**src/rtl/codec_config_seq.sv**
```systemverilog
// WM8731 power-up sequencer: walks a fixed register table and drives a byte-level i2c engine
// through four-phase start/write/stop handshakes, retrying NACKed entries up to MAX_RETRY times.
module codec_config_seq #(
  parameter logic [7:0]  DEV_ADDR    = 8'h34,
  parameter int unsigned NUM_ENTRIES = 8,
  parameter int unsigned MAX_RETRY   = 3
) (
  input  logic       sys_clk,
  input  logic       rst,
  input  logic       go,
  output logic       i2c_start,
  output logic       i2c_stop,
  output logic       i2c_write,
  output logic [7:0] i2c_data,
  input  logic       i2c_done,
  input  logic       i2c_status,
  output logic       busy,
  output logic       cfg_done,
  output logic       cfg_error,
  output logic [3:0] err_index
);

  typedef enum logic [3:0] {
    StIdle,
    StStartReq,
    StStartRel,
    StDevReq,
    StDevRel,
    StRegHReq,
    StRegHRel,
    StRegLReq,
    StRegLRel,
    StStopReq,
    StStopRel,
    StNext
  } state_e;

  localparam logic [3:0] LastIndex = 4'(NUM_ENTRIES - 1);
  localparam logic [2:0] MaxRetry  = 3'(MAX_RETRY);

  state_e      state_q;
  state_e      succ;
  logic [3:0]  index_q;
  logic [2:0]  retry_q;
  logic        nack_q;
  logic [15:0] entry;
  logic [7:0]  cur_byte;

  // Entry packed as {reg[6:0], data[8:0]} so the second byte is simply entry[15:8].
  function automatic logic [15:0] table_entry(input logic [3:0] idx);
    unique case (idx)
      4'd0:    table_entry = {7'd15, 9'h000};
      4'd1:    table_entry = {7'd6,  9'h067};
      4'd2:    table_entry = {7'd2,  9'h079};
      4'd3:    table_entry = {7'd3,  9'h079};
      4'd4:    table_entry = {7'd4,  9'h012};
      4'd5:    table_entry = {7'd5,  9'h000};
      4'd6:    table_entry = {7'd7,  9'h00A};
      4'd7:    table_entry = {7'd9,  9'h001};
      default: table_entry = 16'h0000;
    endcase
  endfunction

  always_comb begin
    entry    = table_entry(index_q);
    cur_byte = DEV_ADDR;
    if (state_q == StRegHReq) cur_byte = entry[15:8];
    if (state_q == StRegLReq) cur_byte = entry[7:0];
  end

  // Successor through the byte phases when no NACK diverts the walk.
  always_comb begin
    succ = state_q;
    unique case (state_q)
      StDevReq:  succ = StDevRel;
      StDevRel:  succ = StRegHReq;
      StRegHReq: succ = StRegHRel;
      StRegHRel: succ = StRegLReq;
      StRegLReq: succ = StRegLRel;
      StRegLRel: succ = StStopReq;
      default:   succ = state_q;
    endcase
  end

  always_ff @(posedge sys_clk) begin
    if (rst) begin
      state_q   <= StIdle;
      index_q   <= '0;
      retry_q   <= '0;
      nack_q    <= 1'b0;
      i2c_start <= 1'b0;
      i2c_stop  <= 1'b0;
      i2c_write <= 1'b0;
      i2c_data  <= '0;
      busy      <= 1'b0;
      cfg_done  <= 1'b0;
      cfg_error <= 1'b0;
      err_index <= '0;
    end else begin
      unique case (state_q)
        StIdle: begin
          if (go) begin
            cfg_done  <= 1'b0;
            cfg_error <= 1'b0;
            err_index <= '0;
            index_q   <= '0;
            retry_q   <= '0;
            nack_q    <= 1'b0;
            busy      <= 1'b1;
            state_q   <= StStartReq;
          end
        end
        StStartReq: begin
          if (!i2c_start) begin
            if (!i2c_done) i2c_start <= 1'b1;
          end else if (i2c_done) begin
            i2c_start <= 1'b0;
            state_q   <= StStartRel;
          end
        end
        StStartRel: begin
          if (!i2c_done) state_q <= StDevReq;
        end
        StDevReq, StRegHReq, StRegLReq: begin
          if (!i2c_write) begin
            if (!i2c_done) begin
              i2c_write <= 1'b1;
              i2c_data  <= cur_byte;
            end
          end else if (i2c_done) begin
            i2c_write <= 1'b0;
            nack_q    <= i2c_status;
            state_q   <= succ;
          end
        end
        StDevRel, StRegHRel, StRegLRel: begin
          if (!i2c_done) state_q <= nack_q ? StStopReq : succ;
        end
        StStopReq: begin
          if (!i2c_stop) begin
            if (!i2c_done) i2c_stop <= 1'b1;
          end else if (i2c_done) begin
            i2c_stop <= 1'b0;
            state_q  <= StStopRel;
          end
        end
        StStopRel: begin
          if (!i2c_done) begin
            if (!nack_q) begin
              state_q <= StNext;
            end else if (retry_q < MaxRetry) begin
              retry_q <= retry_q + 3'd1;
              nack_q  <= 1'b0;
              state_q <= StStartReq;
            end else begin
              cfg_error <= 1'b1;
              err_index <= index_q;
              busy      <= 1'b0;
              state_q   <= StIdle;
            end
          end
        end
        StNext: begin
          if (index_q == LastIndex) begin
            cfg_done <= 1'b1;
            busy     <= 1'b0;
            state_q  <= StIdle;
          end else begin
            index_q <= index_q + 4'd1;
            retry_q <= '0;
            state_q <= StStartReq;
          end
        end
        default: state_q <= StIdle;
      endcase
    end
  end

endmodule
```
**config.mk**
```make
export PLATFORM = sky130hd
export DESIGN_NAME = codec_config_seq
export DESIGN_NICKNAME = d
export VERILOG_FILES = /design/src/rtl/codec_config_seq.sv
export SDC_FILE = /design/constraint.sdc
export NUM_CORES = 1
export LEC_CHECK = 0
export BUFFER_PORTS_ARGS = -buffer_cell sky130_fd_sc_hd__buf_2
export CAP_MARGIN = 20
export CELL_PAD_IN_SITES_DETAIL_PLACEMENT = 1
export CELL_PAD_IN_SITES_GLOBAL_PLACEMENT = 1
export CORE_MARGIN = 3
export CORE_UTILIZATION = 44
export CTS_CLUSTER_SIZE = 14
export DETAILED_ROUTE_END_ITERATION = 6
export GPL_ROUTABILITY_DRIVEN = 0
export PLACE_DENSITY = 0.78
export SKIP_CTS_REPAIR_TIMING = 1
export SYNTH_ARGS = -nofsm -noshare
export SYNTH_HDL_FRONTEND = slang
export SYNTH_SLANG_ARGS = --single-unit
```
**constraint.sdc**
```tcl
create_clock -name sys_clk -period 2.96 [get_ports sys_clk]
set_clock_uncertainty 0.05 [all_clocks]
set_input_delay 0.592 -clock sys_clk [delete_from_list [all_inputs] [get_ports sys_clk]]
set_output_delay 0.592 -clock sys_clk [all_outputs]
set_load 0.01 [all_outputs]
```
# Word-level counts from Yosys, hierarchy flattened
# Memories as Yosys holds them, arrays and structs flattened. A register that Yosys moved wholly into a read port is not among the register bits.
# Index checks and enable logic that the tools add are counted.
[word_totals]
latch_bits = 0
mem_count = 1
output_inout_bits = 18
romBits = 88
ram_bits = 0
register_bits = 30
[classes]
n_mul = 0
n_shift = 0
n_eq_ne = 27
magnitude_cmp = 1
n_mux = 54
reduce_logical = 15
bitwise = 2
addsub = 2
div = 0
[mem_list]
columns = ["name", "depth", "width", "read_ports", "rd_clocked_by_memory_dff", "wr", "line_no", "source"]
rows = [
  ["(name not given)", 8, 11, 1, 1, 0, "51", "unique case (idx)"],
]
[op_table]
columns = ["cell", "n"]
rows = [
  ["4-bit 2-to-1 mux", 17],
  ["4-bit case mux with 8 select lines", 1],
  ["2-bit inequality test, second input constant", 15],
  ["4-bit case mux with 6 select lines", 1],
  ["3-bit 2-to-1 mux", 7],
  ["4-bit by 3-bit == test with 1-bit output, second input constant", 5],
  ["1-bit 2-to-1 mux", 18],
  ["4-bit == test, second input constant", 4],
  ["16-bit 2-to-1 mux", 1],
  ["8-bit 2-to-1 mux", 2],
  ["4-bit case mux with 2 select lines", 2],
  ["6-bit AND reduction", 2],
  ["10-bit AND reduction", 1],
  ["5-bit AND reduction", 2],
  ["3-bit case mux with 3 select lines", 1],
  ["3-bit AND reduction", 3],
  ["4-bit by 2-bit == test with 1-bit output, second input constant", 2],
  ["1-bit case mux with 3 select lines", 2],
  ["3-bit nonzero test", 2],
  ["3-bit OR reduction", 2],
  ["4-bit by 1-bit adder with 4-bit output, second input constant", 1],
  ["4-bit by 1-bit == test with 1-bit output, second input constant", 1],
  ["4-bit zero test", 1],
  ["1-bit case mux with 2 select lines", 2],
  ["4 further kinds", 6],
]

# Depth between registers and ports, before layout
# Gate-level depths: netlist of run 1.
[depth]
depth_word = 5
ltp_mapped = 8

# Worst setup path after synthesis of run 1
# OpenSTA, ideal clock, no wires.
[synth_timing]
path_type = "flip-flop to flip-flop"
start = "register state_q[2]"
end = "register with a tool-made name"
synth_period_minus_slack_ps = 2160
t_required_ps = 2789
n_path_buf = 1
setup_time_ps = 121
arrival_time_ps = 1989
path_slack_ps = 800
stages_incl_launch_ff = 8
cell_sequence = "dfxtp_1 > buf_2 > and4b_1 > a22oi_1 > mux2i_1 > or2_2 > ha_1 > mux2_2"
[synth_rtl]
columns = ["element", "line_no", "source"]
rows = [
  ["start: declaration", "41", "state_e state_q;"],
  ["start signal: assignment", "87", "state_q <= StIdle;"],
  ["start signal: assignment", "110", "state_q <= StStartReq;"],
  ["start signal: assignment", "118", "state_q <= StStartRel;"],
]

# Worst setup path in the final report of run 1
[layout_timing]
start = "register state_q[3]"
end = "register state_q[2]"
[layout_via]
elab_chain_cells = 5
elab_cells_between_ends = 31
cone_classes = "21 x eq/ne; 6 x mux; 4 x reduce/logical"
[layout_rtl]
columns = ["element", "line_no", "source"]
rows = [
  ["4-bit == test, or another cell as far along", "74, 100", ""],
  ["4-bit case mux with 6 select lines", "74", "unique case (state_q)"],
  ["4-bit 2-to-1 mux (on tied branches)", "137, 130", ""],
  ["4-bit 2-to-1 mux (on tied branches)", "137, 125", ""],
  ["4-bit case mux with 8 select lines", "100", "unique case (state_q)"],
]
# Parallel ways exist; a longest one is shown, timed or not. The select of a mux whose other input is x is not followed.
# A chain may end at the register's enable or synchronous reset.

==> impl_metrics.prom, run 1 <==
# TYPE chip_impl_metric gauge
chip_impl_metric{name="numClockSinks",unit=""} 39
chip_impl_metric{name="clkLatencyLatePin",unit="ns"} 0.30
chip_impl_metric{name="final_design_area_no_fill",unit="sq um"} 2330
chip_impl_info{name="synth-main-ff-cell",value="sky130_fd_sc_hd__dfxtp_1"} 1
chip_impl_metric{name="detail_route.wirelength",unit="microns"} 5230
chip_impl_metric{name="syn_nets",unit=""} 248
chip_impl_metric{name="finalMaxSlewViolations",unit=""} 0
chip_impl_metric{name="yosys_warnings",unit=""} 0
chip_impl_metric{name="transition_time_of_the_tightest_slew_check_pin",unit="ns"} 0.645
chip_impl_metric{name="vdd_ir_drop_max",unit="mV"} 0.401
chip_impl_metric{name="die_width",unit="microns"} 74.9
chip_impl_metric{name="post_layout_net_count",unit=""} 264
chip_impl_metric{name="via_count",unit=""} 1836
chip_impl_metric{name="maxClockFrequency",unit="MHz"} 408
chip_impl_metric{name="diodes",unit=""} 0
chip_impl_metric{name="cell_variety_after_synth",unit=""} 55
chip_impl_metric{name="detail_route.vias_per_cell",unit=""} 6.04
chip_impl_metric{name="clkTransAtPathRegs",unit="ns"} 0.08
chip_impl_metric{name="antenna_violations_before_repair",unit=""} 0
chip_impl_info{name="unrepaired_setup_endpoints_after_global_routing",value="no"} 1
chip_impl_metric{name="post_dp_cell_area",unit="sq um"} 2210
chip_impl_metric{name="ys_ff_latch",unit=""} 39
chip_impl_metric{name="dp_cells",unit=""} 296
chip_impl_metric{name="total_leakage_power",unit="nW"} 0.944
chip_impl_metric{name="synthesis.area",unit="sq um"} 2090
chip_impl_metric{name="postSynthCellCount",unit=""} 235
chip_impl_metric{name="ioPinCount",unit=""} 23
chip_impl_metric{name="post_route_cells_drive_above_1_share",unit=""} 0.194
chip_impl_info{name="grt.busiest_layer",value="met2"} 1
chip_impl_metric{name="numCtsBuffers",unit=""} 5
chip_impl_metric{name="grt_util_met2",unit=""} 0.322
chip_impl_metric{name="cellPowerDensity",unit="nW/um^2"} 719
chip_impl_metric{name="fin_cells",unit=""} 304
chip_impl_metric{name="ant_nets",unit=""} 0
chip_impl_metric{name="min_period_over_period",unit=""} 0.829
chip_impl_metric{name="avg_synthesized_cell_area",unit="sq um"} 8.90
chip_impl_metric{name="synth-edff-count",unit=""} 0
chip_impl_metric{name="report.final.setup_viol",unit=""} 0
chip_impl_info{name="path_class",value="reg -> reg"} 1
chip_impl_metric{name="place_hpwl",unit="microns"} 3750
chip_impl_metric{name="asyncSetResetFlopFracSynth",unit=""} 0
chip_impl_metric{name="worst_ep_required_time",unit="ns"} 3.10
chip_impl_metric{name="globalRouteTotalUtil",unit=""} 0.204
chip_impl_metric{name="fin_tns_setup",unit="ns"} 0
chip_impl_metric{name="iteration_0_drc_count_of_the_detailed_router",unit=""} 59
chip_impl_metric{name="finalCriticalPeriod",unit="ns"} 2.45
chip_impl_metric{name="final_routed_wire_length_divided_by_cell_count",unit="microns"} 17.2
chip_impl_metric{name="dieHeight",unit="microns"} 74.9
chip_impl_info{name="hold_path.class",value="reg -> reg"} 1
chip_impl_metric{name="global_route_wire_length_before_repair",unit="microns"} 8840
chip_impl_metric{name="clock_tree.htree_level_count",unit=""} 2
chip_impl_metric{name="timing.max_slew.rel_slack",unit=""} 0.567
chip_impl_metric{name="placementRows",unit=""} 24
chip_impl_metric{name="initial_utilization",unit=""} 0.467
chip_impl_metric{name="dr.pass1.iters",unit=""} 4
chip_impl_metric{name="met3_usage",unit=""} 0.0414
chip_impl_info{name="cts_root_buffer_type",value="sky130_fd_sc_hd__clkbuf_8"} 1
chip_impl_metric{name="route.detailed.drc",unit=""} 0
chip_impl_info{name="worstSetupEndpointType",value="register"} 1
chip_impl_metric{name="syn_to_final_growth",unit="%"} 11.4
chip_impl_metric{name="number_of_global_route_vias_before_repair",unit=""} 1844
chip_impl_metric{name="grt_start_max_net_pins",unit=""} 19
chip_impl_metric{name="post-layout-total-power",unit="W"} 0.00168
chip_impl_metric{name="seq_area_frac_synth",unit=""} 0.373
chip_impl_metric{name="full_die_area",unit="sq um"} 5610
chip_impl_metric{name="numPortBuffers",unit=""} 21
chip_impl_info{name="crit_path_start_kind",value="register"} 1
chip_impl_info{name="status",value="complete, no violations"} 1
chip_impl_metric{name="cap_viol_max_count",unit=""} 0
chip_impl_info{name="tritoncts",value="built"} 1
chip_impl_metric{name="cp_data_arrival_time",unit="ns"} 2.60
chip_impl_metric{name="final_hold_viol_count",unit=""} 0
chip_impl_metric{name="grt-ovfl-total",unit=""} 0
chip_impl_metric{name="grtUsageMet1",unit=""} 0.271
chip_impl_metric{name="fp.coreArea",unit="sq um"} 4470
chip_impl_metric{name="path_max_fanout",unit=""} 17
chip_impl_metric{name="ctsLongestPathBuffers",unit=""} 2
-- stage by stage --
step / setup WS [ns] / util / hold WS [ns]
floorplan: 0.800 / - / 0.404
global placement: 0.518 / 0.495 / 0.390
detailed placement: 0.480 / 0.495 / 0.394
CTS: 0.525 / 0.521 / 0.404
global route: 0.349 / 0.521 / 0.426
finish: 0.507 / 0.521 / 0.403
-- layout by cell type, fill, tap and decap left out, types with 7 or more instances in the layout --
| cell type | n |
|---|---|
| sky130_fd_sc_hd__a21oi_1 | 23 |
| sky130_fd_sc_hd__buf_2 | 21 |
| sky130_fd_sc_hd__buf_4 | 7 |
| sky130_fd_sc_hd__dfxtp_1 | 39 |
| sky130_fd_sc_hd__ha_1 | 8 |
| sky130_fd_sc_hd__mux2_2 | 7 |
| sky130_fd_sc_hd__mux2i_1 | 7 |
| sky130_fd_sc_hd__nand2_1 | 9 |
| sky130_fd_sc_hd__nand3_1 | 7 |
| sky130_fd_sc_hd__nand4_1 | 7 |
| sky130_fd_sc_hd__nor2_1 | 17 |
| sky130_fd_sc_hd__nor2b_1 | 7 |
| sky130_fd_sc_hd__o21ai_0 | 12 |
-- Yosys cell counts (2+ instances only) --
cell type,instances,area share
sky130_fd_sc_hd__clkbuf_1,7,0.013
sky130_fd_sc_hd__mux2i_1,7,0.034
sky130_fd_sc_hd__nand2_1,9,0.016
sky130_fd_sc_hd__and3_1,4,0.012
sky130_fd_sc_hd__a211oi_1,4,0.014
sky130_fd_sc_hd__o21ai_0,12,0.029
sky130_fd_sc_hd__o31ai_1,3,0.011
sky130_fd_sc_hd__nand4_1,7,0.021
sky130_fd_sc_hd__a21oi_1,23,0.055
sky130_fd_sc_hd__a2111oi_0,2,0.0084
sky130_fd_sc_hd__or2_2,2,0.0060
sky130_fd_sc_hd__inv_1,5,0.0090
sky130_fd_sc_hd__nor2_1,17,0.031
sky130_fd_sc_hd__buf_4,6,0.022
sky130_fd_sc_hd__a32o_1,2,0.0096
sky130_fd_sc_hd__nor3_1,3,0.0072
sky130_fd_sc_hd__a311oi_1,2,0.0084
sky130_fd_sc_hd__or3_1,3,0.0090
sky130_fd_sc_hd__o41ai_1,3,0.013
sky130_fd_sc_hd__a21o_1,3,0.011
sky130_fd_sc_hd__or4_1,2,0.0072
sky130_fd_sc_hd__dfxtp_1,39,0.37
sky130_fd_sc_hd__buf_2,5,0.012
sky130_fd_sc_hd__nand2b_1,2,0.0060
sky130_fd_sc_hd__o211a_1,2,0.0096
sky130_fd_sc_hd__nor2b_1,7,0.021
sky130_fd_sc_hd__and2_1,2,0.0060
sky130_fd_sc_hd__nand3_1,7,0.017
sky130_fd_sc_hd__mux2_4,2,0.014
sky130_fd_sc_hd__o21a_1,2,0.0072
sky130_fd_sc_hd__nor4bb_1,2,0.0096
sky130_fd_sc_hd__mux2_2,7,0.038
sky130_fd_sc_hd__ha_1,8,0.048
sky130_fd_sc_hd__o211ai_1,2,0.0072
sky130_fd_sc_hd__a22oi_1,2,0.0072
-- routing by layer --
| layer | share of wire | wire (microns) | up-vias |
|---|---|---|---|
| met2 | 0.46 | 2400 | 35 |
| met5 | 0 | 0 | - |
| met3 | 0.035 | 181 | 10 |
| met4 | 0.023 | 121 | 0 |
| li1 | - | - | 902 |
| met1 | 0.48 | 2530 | 889 |
-- report_power, final --
group | switching (W) | total, W | internal [W]
Combinational | 0.000339 | 0.000567 | 0.000228
Clock | 0.000205 | 0.000460 | 0.000256
Sequential | 0.0000839 | 0.000649 | 0.000565
Total | 0.000628 | 0.00168 | 0.00105
-- path summary, 6_finish.rpt --
| path | end | from | cells after the start | slack [ns] |
|---|---|---|---|---|
| worst min-delay path | i2c_data[0] | i2c_data[0] | 2 | 0.40 |
| worst min register to register | i2c_data[0] | i2c_data[0] | 2 | 0.40 |
| worst max register to register | state_q[2] | state_q[3] | 4 | 0.51 |
| worst max-delay path | state_q[2] | state_q[3] | 4 | 0.51 |
-- area by class of cell --
class | instances | area [sq um]
tap | 52 | 65.1
inverter | 5 | 18.8
timing repair buffer | 28 | 158
sequential | 39 | 781
multi-input combinational | 172 | 1190
clock inverter | 3 | 47.5
fill | 546 | 2140
clock buffer | 5 | 68.8
-- worst max-delay path, stage by stage (launching register included) --
cell                        delay [ns]
sky130_fd_sc_hd__dfxtp_1          0.69
sky130_fd_sc_hd__mux2_2           0.40
sky130_fd_sc_hd__a2111oi_0        0.57
sky130_fd_sc_hd__or4_1            0.32
sky130_fd_sc_hd__mux2_4           0.32
-- cells by family after synthesis --
family                     share of synthesized area
and+or+nand+nor                                0.204
AOI/OAI and AO/OA                              0.226
DFF                                            0.373
buffers and inverters                         0.0569
muxes                                         0.0856
adders and majority gates                     0.0479
other                                        0.00179
xor gates and xnor gates                     0.00419
(Power assumes the default switching activity.)
==> run 2, diff against run 1 <==
--- a/config.mk
+++ b/config.mk
@@ -5,16 +5,17 @@
 export SDC_FILE = /design/constraint.sdc
 export NUM_CORES = 1
 export LEC_CHECK = 0
+export ABC_AREA = 1
 export BUFFER_PORTS_ARGS = -buffer_cell sky130_fd_sc_hd__buf_2
 export CAP_MARGIN = 20
 export CELL_PAD_IN_SITES_DETAIL_PLACEMENT = 1
 export CELL_PAD_IN_SITES_GLOBAL_PLACEMENT = 1
 export CORE_MARGIN = 3
-export CORE_UTILIZATION = 44
+export CORE_UTILIZATION = 41
 export CTS_CLUSTER_SIZE = 14
 export DETAILED_ROUTE_END_ITERATION = 6
 export GPL_ROUTABILITY_DRIVEN = 0
-export PLACE_DENSITY = 0.78
+export PLACE_DENSITY = 0.77
 export SKIP_CTS_REPAIR_TIMING = 1
 export SYNTH_ARGS = -nofsm -noshare
 export SYNTH_HDL_FRONTEND = slang
==> constraint.sdc (replaced) <==
create_clock -name sys_clk -period 2.3 [get_ports sys_clk]
set_clock_uncertainty 0.05 [all_clocks]
set_input_delay 0.46 -clock sys_clk [delete_from_list [all_inputs] [get_ports sys_clk]]
set_output_delay 0.46 -clock sys_clk [all_outputs]
set_load 0.01 [all_outputs]
==> run 2 against run 1 <==
  * Sequential power up 46%
  * Via count up 12%
  * Worst hold slack better by 0.012 ns
  * Non-clock buffer count up 1
  * Worst setup slack worse by 0.27 ns
  * Sequential share of layout area down 1.3 points
  * Count of clock-buffer cells in the layout unchanged
  * Wire length up 7.8%
  * Core utilization down 1.4 points
  * Critical path type unchanged
  * Largest power group is now combinational logic
==> impl_metrics.prom, run 2 <==
# TYPE chip_impl_metric gauge
chip_impl_metric{name="seq_area",unit="sq um"} 786
chip_impl_metric{name="cp_data_arrival_time",unit="ns"} 2.20
chip_impl_metric{name="vdd_ir_drop_max",unit="mV"} 0.459
chip_impl_info{name="synth-main-ff-cell",value="sky130_fd_sc_hd__dfxtp_1"} 1
chip_impl_info{name="status",value="complete, no violations"} 1
chip_impl_info{name="crit_family",value="simple AND/OR/NAND/NOR gates"} 1
chip_impl_info{name="cell_by_cell_trace_of_the_critical_path",value="inv_2 > nor2_4 > nand2_4 > nand2_1 > nand2_2 > clkinv_2 > nand2_4 > nand2_1 > nand2_1 > nor2_4 > inv_1 > ha_1 > inv_1 > nand2_1 > nand2_1"} 1
chip_impl_metric{name="syn_to_final_growth",unit="%"} 16.8
chip_impl_metric{name="seq_area_frac_synth",unit=""} 0.373
chip_impl_metric{name="dp_cells",unit=""} 403
chip_impl_metric{name="syn_nets",unit=""} 327
chip_impl_metric{name="fp.coreArea",unit="sq um"} 4820
chip_impl_metric{name="finalCriticalPeriod",unit="ns"} 2.06
chip_impl_metric{name="post-layout-total-power",unit="W"} 0.00271
chip_impl_metric{name="asyncSetResetFlopFracSynth",unit=""} 0
chip_impl_info{name="layout.cells.most_common",value="sky130_fd_sc_hd__nand2_1"} 1
chip_impl_info{name="tritoncts",value="built"} 1
chip_impl_metric{name="final.fill_count",unit=""} 664
chip_impl_metric{name="ys_ff_latch",unit=""} 39
chip_impl_metric{name="min_period_over_period",unit=""} 0.896
chip_impl_metric{name="holdWs",unit="ns"} 0.414
chip_impl_metric{name="clkLatencyLatePin",unit="ns"} 0.30
chip_impl_metric{name="synth_compound_area_frac",unit=""} 0.0987
chip_impl_info{name="hold_path.class",value="reg -> reg"} 1
chip_impl_info{name="unrepaired_setup_endpoints_after_global_routing",value="no"} 1
chip_impl_metric{name="die_width",unit="microns"} 77.4
chip_impl_info{name="critical-path-slowest-cell",value="sky130_fd_sc_hd__dfxtp_2"} 1
chip_impl_metric{name="clkTransAtPathRegs",unit="ns"} 0.08
chip_impl_metric{name="numPortBuffers",unit=""} 21
chip_impl_metric{name="post_synth_mux_area_share",unit=""} 0
chip_impl_metric{name="route.detailed.drc",unit=""} 0
chip_impl_metric{name="antenna_violations_before_repair",unit=""} 0
chip_impl_metric{name="avg_synthesized_cell_area",unit="sq um"} 6.66
chip_impl_metric{name="diodes",unit=""} 0
chip_impl_metric{name="finalMaxSlewViolations",unit=""} 0
chip_impl_metric{name="ant_nets",unit=""} 0
chip_impl_metric{name="via_count",unit=""} 2058
chip_impl_metric{name="place_hpwl",unit="microns"} 4240
chip_impl_metric{name="utilization",unit=""} 0.507
chip_impl_metric{name="transition_time_of_the_tightest_slew_check_pin",unit="ns"} 0.510
chip_impl_info{name="path_class",value="reg -> reg"} 1
chip_impl_metric{name="total_leakage_power",unit="nW"} 1.24
chip_impl_metric{name="ctsLongestPathBuffers",unit=""} 2
chip_impl_info{name="synth_common_cells",value="sky130_fd_sc_hd__nand2_1 (92), sky130_fd_sc_hd__nand3_1 (40), sky130_fd_sc_hd__dfxtp_1 (39), sky130_fd_sc_hd__nor2_1 (36), sky130_fd_sc_hd__inv_1 (30)"} 1
chip_impl_metric{name="cp_slowest_stage_delay",unit="ns"} 0.44
chip_impl_metric{name="dp_slack",unit="ns"} 0.0225
chip_impl_metric{name="grt-ovfl-total",unit=""} 0
chip_impl_metric{name="grt_start_max_net_pins",unit=""} 18
chip_impl_metric{name="yosys.area_share.xor_xnor",unit=""} 0.00419
chip_impl_metric{name="path_max_fanout",unit=""} 7
chip_impl_metric{name="cell_variety_after_synth",unit=""} 26
chip_impl_metric{name="detail_route.vias_per_cell",unit=""} 5.01
chip_impl_metric{name="cap_viol_max_count",unit=""} 0
chip_impl_metric{name="netlist.area_leader.share",unit=""} 0.373
chip_impl_metric{name="synthSimpleGateAreaFrac",unit=""} 0.397
chip_impl_metric{name="postLayoutSetupSlackWorst",unit="ns"} 0.239
chip_impl_metric{name="global_route_wire_length_before_repair",unit="microns"} 9650
chip_impl_metric{name="ioPinCount",unit=""} 23
chip_impl_metric{name="final_routed_wire_length_divided_by_cell_count",unit="microns"} 13.7
chip_impl_info{name="layout.cells.most_common_list",value="sky130_fd_sc_hd__nand2_1 (92), sky130_fd_sc_hd__nand3_1 (40), sky130_fd_sc_hd__dfxtp_1 (35)"} 1
chip_impl_metric{name="dr.pass1.iters",unit=""} 4
chip_impl_metric{name="number_of_global_route_vias_before_repair",unit=""} 2089
chip_impl_metric{name="globalRouteTotalUtil",unit=""} 0.201
chip_impl_info{name="crit_path_start_kind",value="register"} 1
chip_impl_metric{name="maxClockFrequency",unit="MHz"} 485
chip_impl_metric{name="timing.max_slew.rel_slack",unit=""} 0.659
chip_impl_metric{name="postSynthCellCount",unit=""} 314
chip_impl_metric{name="clock_tree.htree_level_count",unit=""} 2
chip_impl_metric{name="detail_route.wirelength",unit="microns"} 5640
chip_impl_metric{name="post_route_cells_drive_above_1_share",unit=""} 0.172
chip_impl_metric{name="fin_cells",unit=""} 411
chip_impl_metric{name="cellPowerDensity",unit="nW/um^2"} 1110
chip_impl_metric{name="numCtsBuffers",unit=""} 5
chip_impl_metric{name="final_hold_viol_count",unit=""} 0
chip_impl_metric{name="yosys_warnings",unit=""} 0
chip_impl_metric{name="full_die_area",unit="sq um"} 5990
chip_impl_info{name="crit_path_frequent_cell",value="sky130_fd_sc_hd__nand2_1"} 1
chip_impl_metric{name="dieHeight",unit="microns"} 77.4
chip_impl_info{name="worstSetupEndpointType",value="register"} 1
chip_impl_metric{name="worst_ep_required_time",unit="ns"} 2.44
chip_impl_metric{name="multiInputGateArea",unit="sq um"} 1160
chip_impl_metric{name="post_layout_net_count",unit=""} 356
chip_impl_info{name="synth_top_family_by_area",value="simple AND/OR/NAND/NOR gates"} 1
chip_impl_info{name="synth_top_area_cell",value="sky130_fd_sc_hd__dfxtp_1"} 1
chip_impl_metric{name="placementRows",unit=""} 25
chip_impl_info{name="leading_post_synthesis_cells_by_cell_area",value="sky130_fd_sc_hd__dfxtp_1 (37%), sky130_fd_sc_hd__nand2_1 (17%), sky130_fd_sc_hd__nand3_1 (9.6%)"} 1
chip_impl_info{name="cts_root_buffer_type",value="sky130_fd_sc_hd__clkbuf_8"} 1
chip_impl_metric{name="synthesis.area",unit="sq um"} 2090
chip_impl_metric{name="numClockSinks",unit=""} 39
chip_impl_metric{name="report.final.setup_viol",unit=""} 0
chip_impl_metric{name="initial_utilization",unit=""} 0.434
chip_impl_info{name="post-synth-top-count-cell",value="sky130_fd_sc_hd__nand2_1"} 1
chip_impl_metric{name="crit_buf_inv",unit=""} 4
chip_impl_metric{name="synth-edff-count",unit=""} 0
chip_impl_metric{name="synth_fa_ha_area_frac",unit=""} 0.0479
chip_impl_metric{name="iteration_0_drc_count_of_the_detailed_router",unit=""} 57
run 2: cell types whose count changed after synthesis, sizes merged, moves of 9 or more:
cell,before,now
buf,12,2
inv,5,32
mux2,9,0
nand2,9,98
nand3,7,41
nor2,17,41
run 2: power breakdown:
part | switching (W) | internal (W) | leakage (nW)
clock network | 0.000258 | 0.000323 | 0.0581
registers | 0.000110 | 0.000838 | 0.319
logic | 0.000785 | 0.000393 | 0.864
run 2: kinds of logic (layout without fill, tap and decap cells):
family / after synthesis / after routing
flops: 39 / 39
compound gates: 39 / 39
simple gates: 185 / 185
other cells: 1 / 1
fa+ha+maj: 8 / 8
xor+xnor: 1 / 1
buf+inv: 41 / 71
run 2: worst paths after layout:
kind              depth (start not counted)         end       start  slack (ns)
setup reg to reg                         15    register  state_q[3]        0.24
hold reg to reg                           2  retry_q[2]  retry_q[2]        0.41
hold / removal                            2  retry_q[2]  retry_q[2]        0.41
setup / recovery                         15    register  state_q[3]        0.24
run 2: tightest hold or removal path: cells and delay by family (launching register included):
kind,cells,cell delay (ns)
flops,1,0.31
compound gates,1,0.06
buf+inv,1,0.05
run 2: area by class of cell:
class | count | area share
multi-input combinational | 234 | 0.477
sequential | 39 | 0.322
timing repair buffer | 29 | 0.0677
inverter | 34 | 0.0528
tap | 67 | 0.0343
clock buffer | 5 | 0.0282
clock inverter | 3 | 0.0179
run 2: through the flow:
| step | setup TNS [ns] | area, sq um |
|---|---|---|
| finish | 0 | 2440 |
| global route | 0 | 2440 |
| CTS | -0.0167 | 2420 |
| detailed placement | 0 | 2310 |
| global placement | 0 | 2310 |
| floorplan | 0 | 2090 |
run 2: routing by layer:
layer | wire [microns] | GRT usage | vias up
li1 | - | - | 1063
met1 | 2650 | 0.252 | 951
met4 | 89 | 0.0641 | 0
met5 | 0 | 0 | -
met3 | 227 | 0.0441 | 8
met2 | 2670 | 0.341 | 36
==> run 3, diff against run 2 <==
--- a/config.mk
+++ b/config.mk
@@ -10,7 +10,6 @@
 export CAP_MARGIN = 20
 export CELL_PAD_IN_SITES_DETAIL_PLACEMENT = 1
 export CELL_PAD_IN_SITES_GLOBAL_PLACEMENT = 1
-export CORE_MARGIN = 3
 export CORE_UTILIZATION = 41
 export CTS_CLUSTER_SIZE = 14
 export DETAILED_ROUTE_END_ITERATION = 6
==> run 3 against run 2 <==
  * Clock power about the same
  * Register-to-register slack about the same
  * Maximum frequency increased by 0.16%
  * Worst setup slack gained 0.0034 ns
  * Flip-flop and latch count stayed put
  * Worst hold slack got worse by 0.0072 ns
  * Sequential share of layout area decreased by 0.13 points
  * First-iteration DRC count increased to 2.6 times the previous value
  * Critical path type unchanged
  * Largest power group unchanged
==> impl_metrics.prom, run 3 (synthesized netlist as in run 2, its figures left out) <==
# TYPE chip_impl_metric gauge
chip_impl_info{name="status",value="complete, no violations"} 1
chip_impl_metric{name="maxClockFrequency",unit="MHz"} 486
chip_impl_metric{name="numClockSinks",unit=""} 39
chip_impl_info{name="critical_path.reg2reg.startpoint",value="state_q[2]"} 1
chip_impl_metric{name="antenna_violations_before_repair",unit=""} 0
chip_impl_metric{name="clkTransAtPathRegs",unit="ns"} 0.08
chip_impl_metric{name="route.detailed.drc",unit=""} 0
chip_impl_metric{name="report.final.setup_viol",unit=""} 0
chip_impl_metric{name="vdd_ir_drop_max",unit="mV"} 0.662
chip_impl_metric{name="ff2ff_setup_slack",unit="ns"} 0.24
chip_impl_metric{name="globalRouteTotalUtil",unit=""} 0.223
chip_impl_metric{name="post-layout-total-power",unit="W"} 0.00271
chip_impl_metric{name="grt-ovfl-total",unit=""} 0
chip_impl_metric{name="number_of_global_route_vias_before_repair",unit=""} 1983
chip_impl_metric{name="die_width",unit="microns"} 73.4
chip_impl_info{name="crit_path_start_kind",value="register"} 1
chip_impl_metric{name="finalMaxSlewViolations",unit=""} 0
chip_impl_metric{name="finalCriticalPeriod",unit="ns"} 2.06
chip_impl_info{name="hp-start",value="retry_q[2]"} 1
chip_impl_metric{name="dr.pass1.iters",unit=""} 5
chip_impl_metric{name="full_die_area",unit="sq um"} 5390
chip_impl_metric{name="worst_ep_required_time",unit="ns"} 2.45
chip_impl_metric{name="detail_route.vias_per_cell",unit=""} 4.96
chip_impl_metric{name="fp.coreArea",unit="sq um"} 4820
chip_impl_metric{name="detail_route.wirelength",unit="microns"} 5470
chip_impl_metric{name="clock_tree.htree_level_count",unit=""} 2
chip_impl_metric{name="final_design_area_no_fill",unit="sq um"} 2450
chip_impl_info{name="setup.worst_path.start",value="state_q[2]"} 1
chip_impl_info{name="layout.cells.most_common",value="sky130_fd_sc_hd__nand2_1"} 1
chip_impl_metric{name="place_hpwl",unit="microns"} 4250
chip_impl_metric{name="ant_nets",unit=""} 0
chip_impl_metric{name="ctsLongestPathBuffers",unit=""} 2
chip_impl_metric{name="numCtsBuffers",unit=""} 5
chip_impl_info{name="layout.cells.most_common_list",value="sky130_fd_sc_hd__nand2_1 (92), sky130_fd_sc_hd__nand3_1 (39), sky130_fd_sc_hd__dfxtp_1 (36)"} 1
chip_impl_metric{name="via_count",unit=""} 2043
chip_impl_metric{name="syn_to_final_growth",unit="%"} 17.1
chip_impl_metric{name="numPortBuffers",unit=""} 21
chip_impl_metric{name="total_leakage_power",unit="nW"} 1.25
chip_impl_info{name="hold_path.class",value="reg -> reg"} 1
chip_impl_info{name="cts_root_buffer_type",value="sky130_fd_sc_hd__clkbuf_8"} 1
chip_impl_metric{name="final_routed_wire_length_divided_by_cell_count",unit="microns"} 13.3
chip_impl_metric{name="post_dp_cell_area",unit="sq um"} 2320
chip_impl_metric{name="ioPinCount",unit=""} 23
chip_impl_metric{name="cp_data_arrival_time",unit="ns"} 2.21
chip_impl_metric{name="diodes",unit=""} 0
chip_impl_metric{name="iteration_0_drc_count_of_the_detailed_router",unit=""} 146
chip_impl_metric{name="clkLatencyLatePin",unit="ns"} 0.30
chip_impl_metric{name="cellPowerDensity",unit="nW/um^2"} 1110
chip_impl_metric{name="grt_start_max_net_pins",unit=""} 17
chip_impl_info{name="tritoncts",value="built"} 1
chip_impl_metric{name="min_period_over_period",unit=""} 0.894
chip_impl_metric{name="cap_viol_max_count",unit=""} 0
chip_impl_metric{name="placementRows",unit=""} 25
chip_impl_metric{name="fin_tns_setup",unit="ns"} 0
chip_impl_info{name="unrepaired_setup_endpoints_after_global_routing",value="no"} 1
chip_impl_metric{name="transition_time_of_the_tightest_slew_check_pin",unit="ns"} 0.508
chip_impl_metric{name="path_max_fanout",unit=""} 5
chip_impl_info{name="path_class",value="reg -> reg"} 1
chip_impl_metric{name="dieHeight",unit="microns"} 73.4
chip_impl_metric{name="initial_utilization",unit=""} 0.434
chip_impl_info{name="worstSetupEndpointType",value="register"} 1
chip_impl_metric{name="global_route_wire_length_before_repair",unit="microns"} 9160
chip_impl_metric{name="timing.max_slew.rel_slack",unit=""} 0.660
chip_impl_metric{name="post_route_cells_drive_above_1_share",unit=""} 0.174
chip_impl_metric{name="post_layout_net_count",unit=""} 357
chip_impl_metric{name="final_hold_viol_count",unit=""} 0
chip_impl_metric{name="utilization",unit=""} 0.508
[run 3: metrics by stage]
stage	setup slack, ns	std cells	hold WS (ns)
final	0.243	412	0.407
after global routing	0.0450	412	0.440
after CTS	0.0381	412	0.405
after detailed placement	0.0493	404	0.393
after global placement	0.214	404	0.389
after floorplan	0.324	314	0.379
[run 3: cell type report]
| type | count | area [sq um] |
|---|---|---|
| Multi-Input combinational cell | 234 | 1160 |
| Fill cell | 670 | 2370 |
| Clock buffer | 5 | 68.8 |
| Tap cell | 67 | 83.8 |
| Inverter | 34 | 129 |
| Timing Repair Buffer | 30 | 173 |
| Sequential cell | 39 | 785 |
| Clock inverter | 3 | 43.8 |
[run 3: worst max-delay path, cell delays in order (launching register included)]
cell and delay [ns]:
sky130_fd_sc_hd__dfxtp_1 0.39, sky130_fd_sc_hd__buf_4 0.18, sky130_fd_sc_hd__nor2_4 0.05, sky130_fd_sc_hd__nand2_4 0.08, sky130_fd_sc_hd__nand2_1 0.07, sky130_fd_sc_hd__nand2_2 0.11
sky130_fd_sc_hd__clkinv_2 0.09, sky130_fd_sc_hd__nand2_1 0.11, sky130_fd_sc_hd__nand2_1 0.10, sky130_fd_sc_hd__nor2_2 0.19, sky130_fd_sc_hd__inv_1 0.11, sky130_fd_sc_hd__ha_1 0.29
sky130_fd_sc_hd__inv_1 0.04, sky130_fd_sc_hd__nand2_1 0.05, sky130_fd_sc_hd__nand2_1 0.04
[run 3: path summary, 6_finish.rpt]
kind | endpoint | cells past startpoint
worst min register to register | retry_q[2] | 2
worst min-delay path | retry_q[2] | 2
worst max-delay path | register | 14
worst max register to register | register | 14
[run 3: per-layer routing]
metal  global-route usage  vias to the layer above  share of wire
met5                    0                        -              0
met2                0.382                       31           0.48
li1                     -                     1059              -
met1                0.279                      945           0.47
met4               0.0748                        0          0.014
met3               0.0439                        8          0.033
[run 3: report_power, final]
group / switching (W) / internal (W) / total, W
Combinational: 0.000791 / 0.000396 / 0.00119
Clock: 0.000260 / 0.000323 / 0.000583
Sequential: 0.000102 / 0.000837 / 0.000939
Total: 0.00115 / 0.00156 / 0.00271
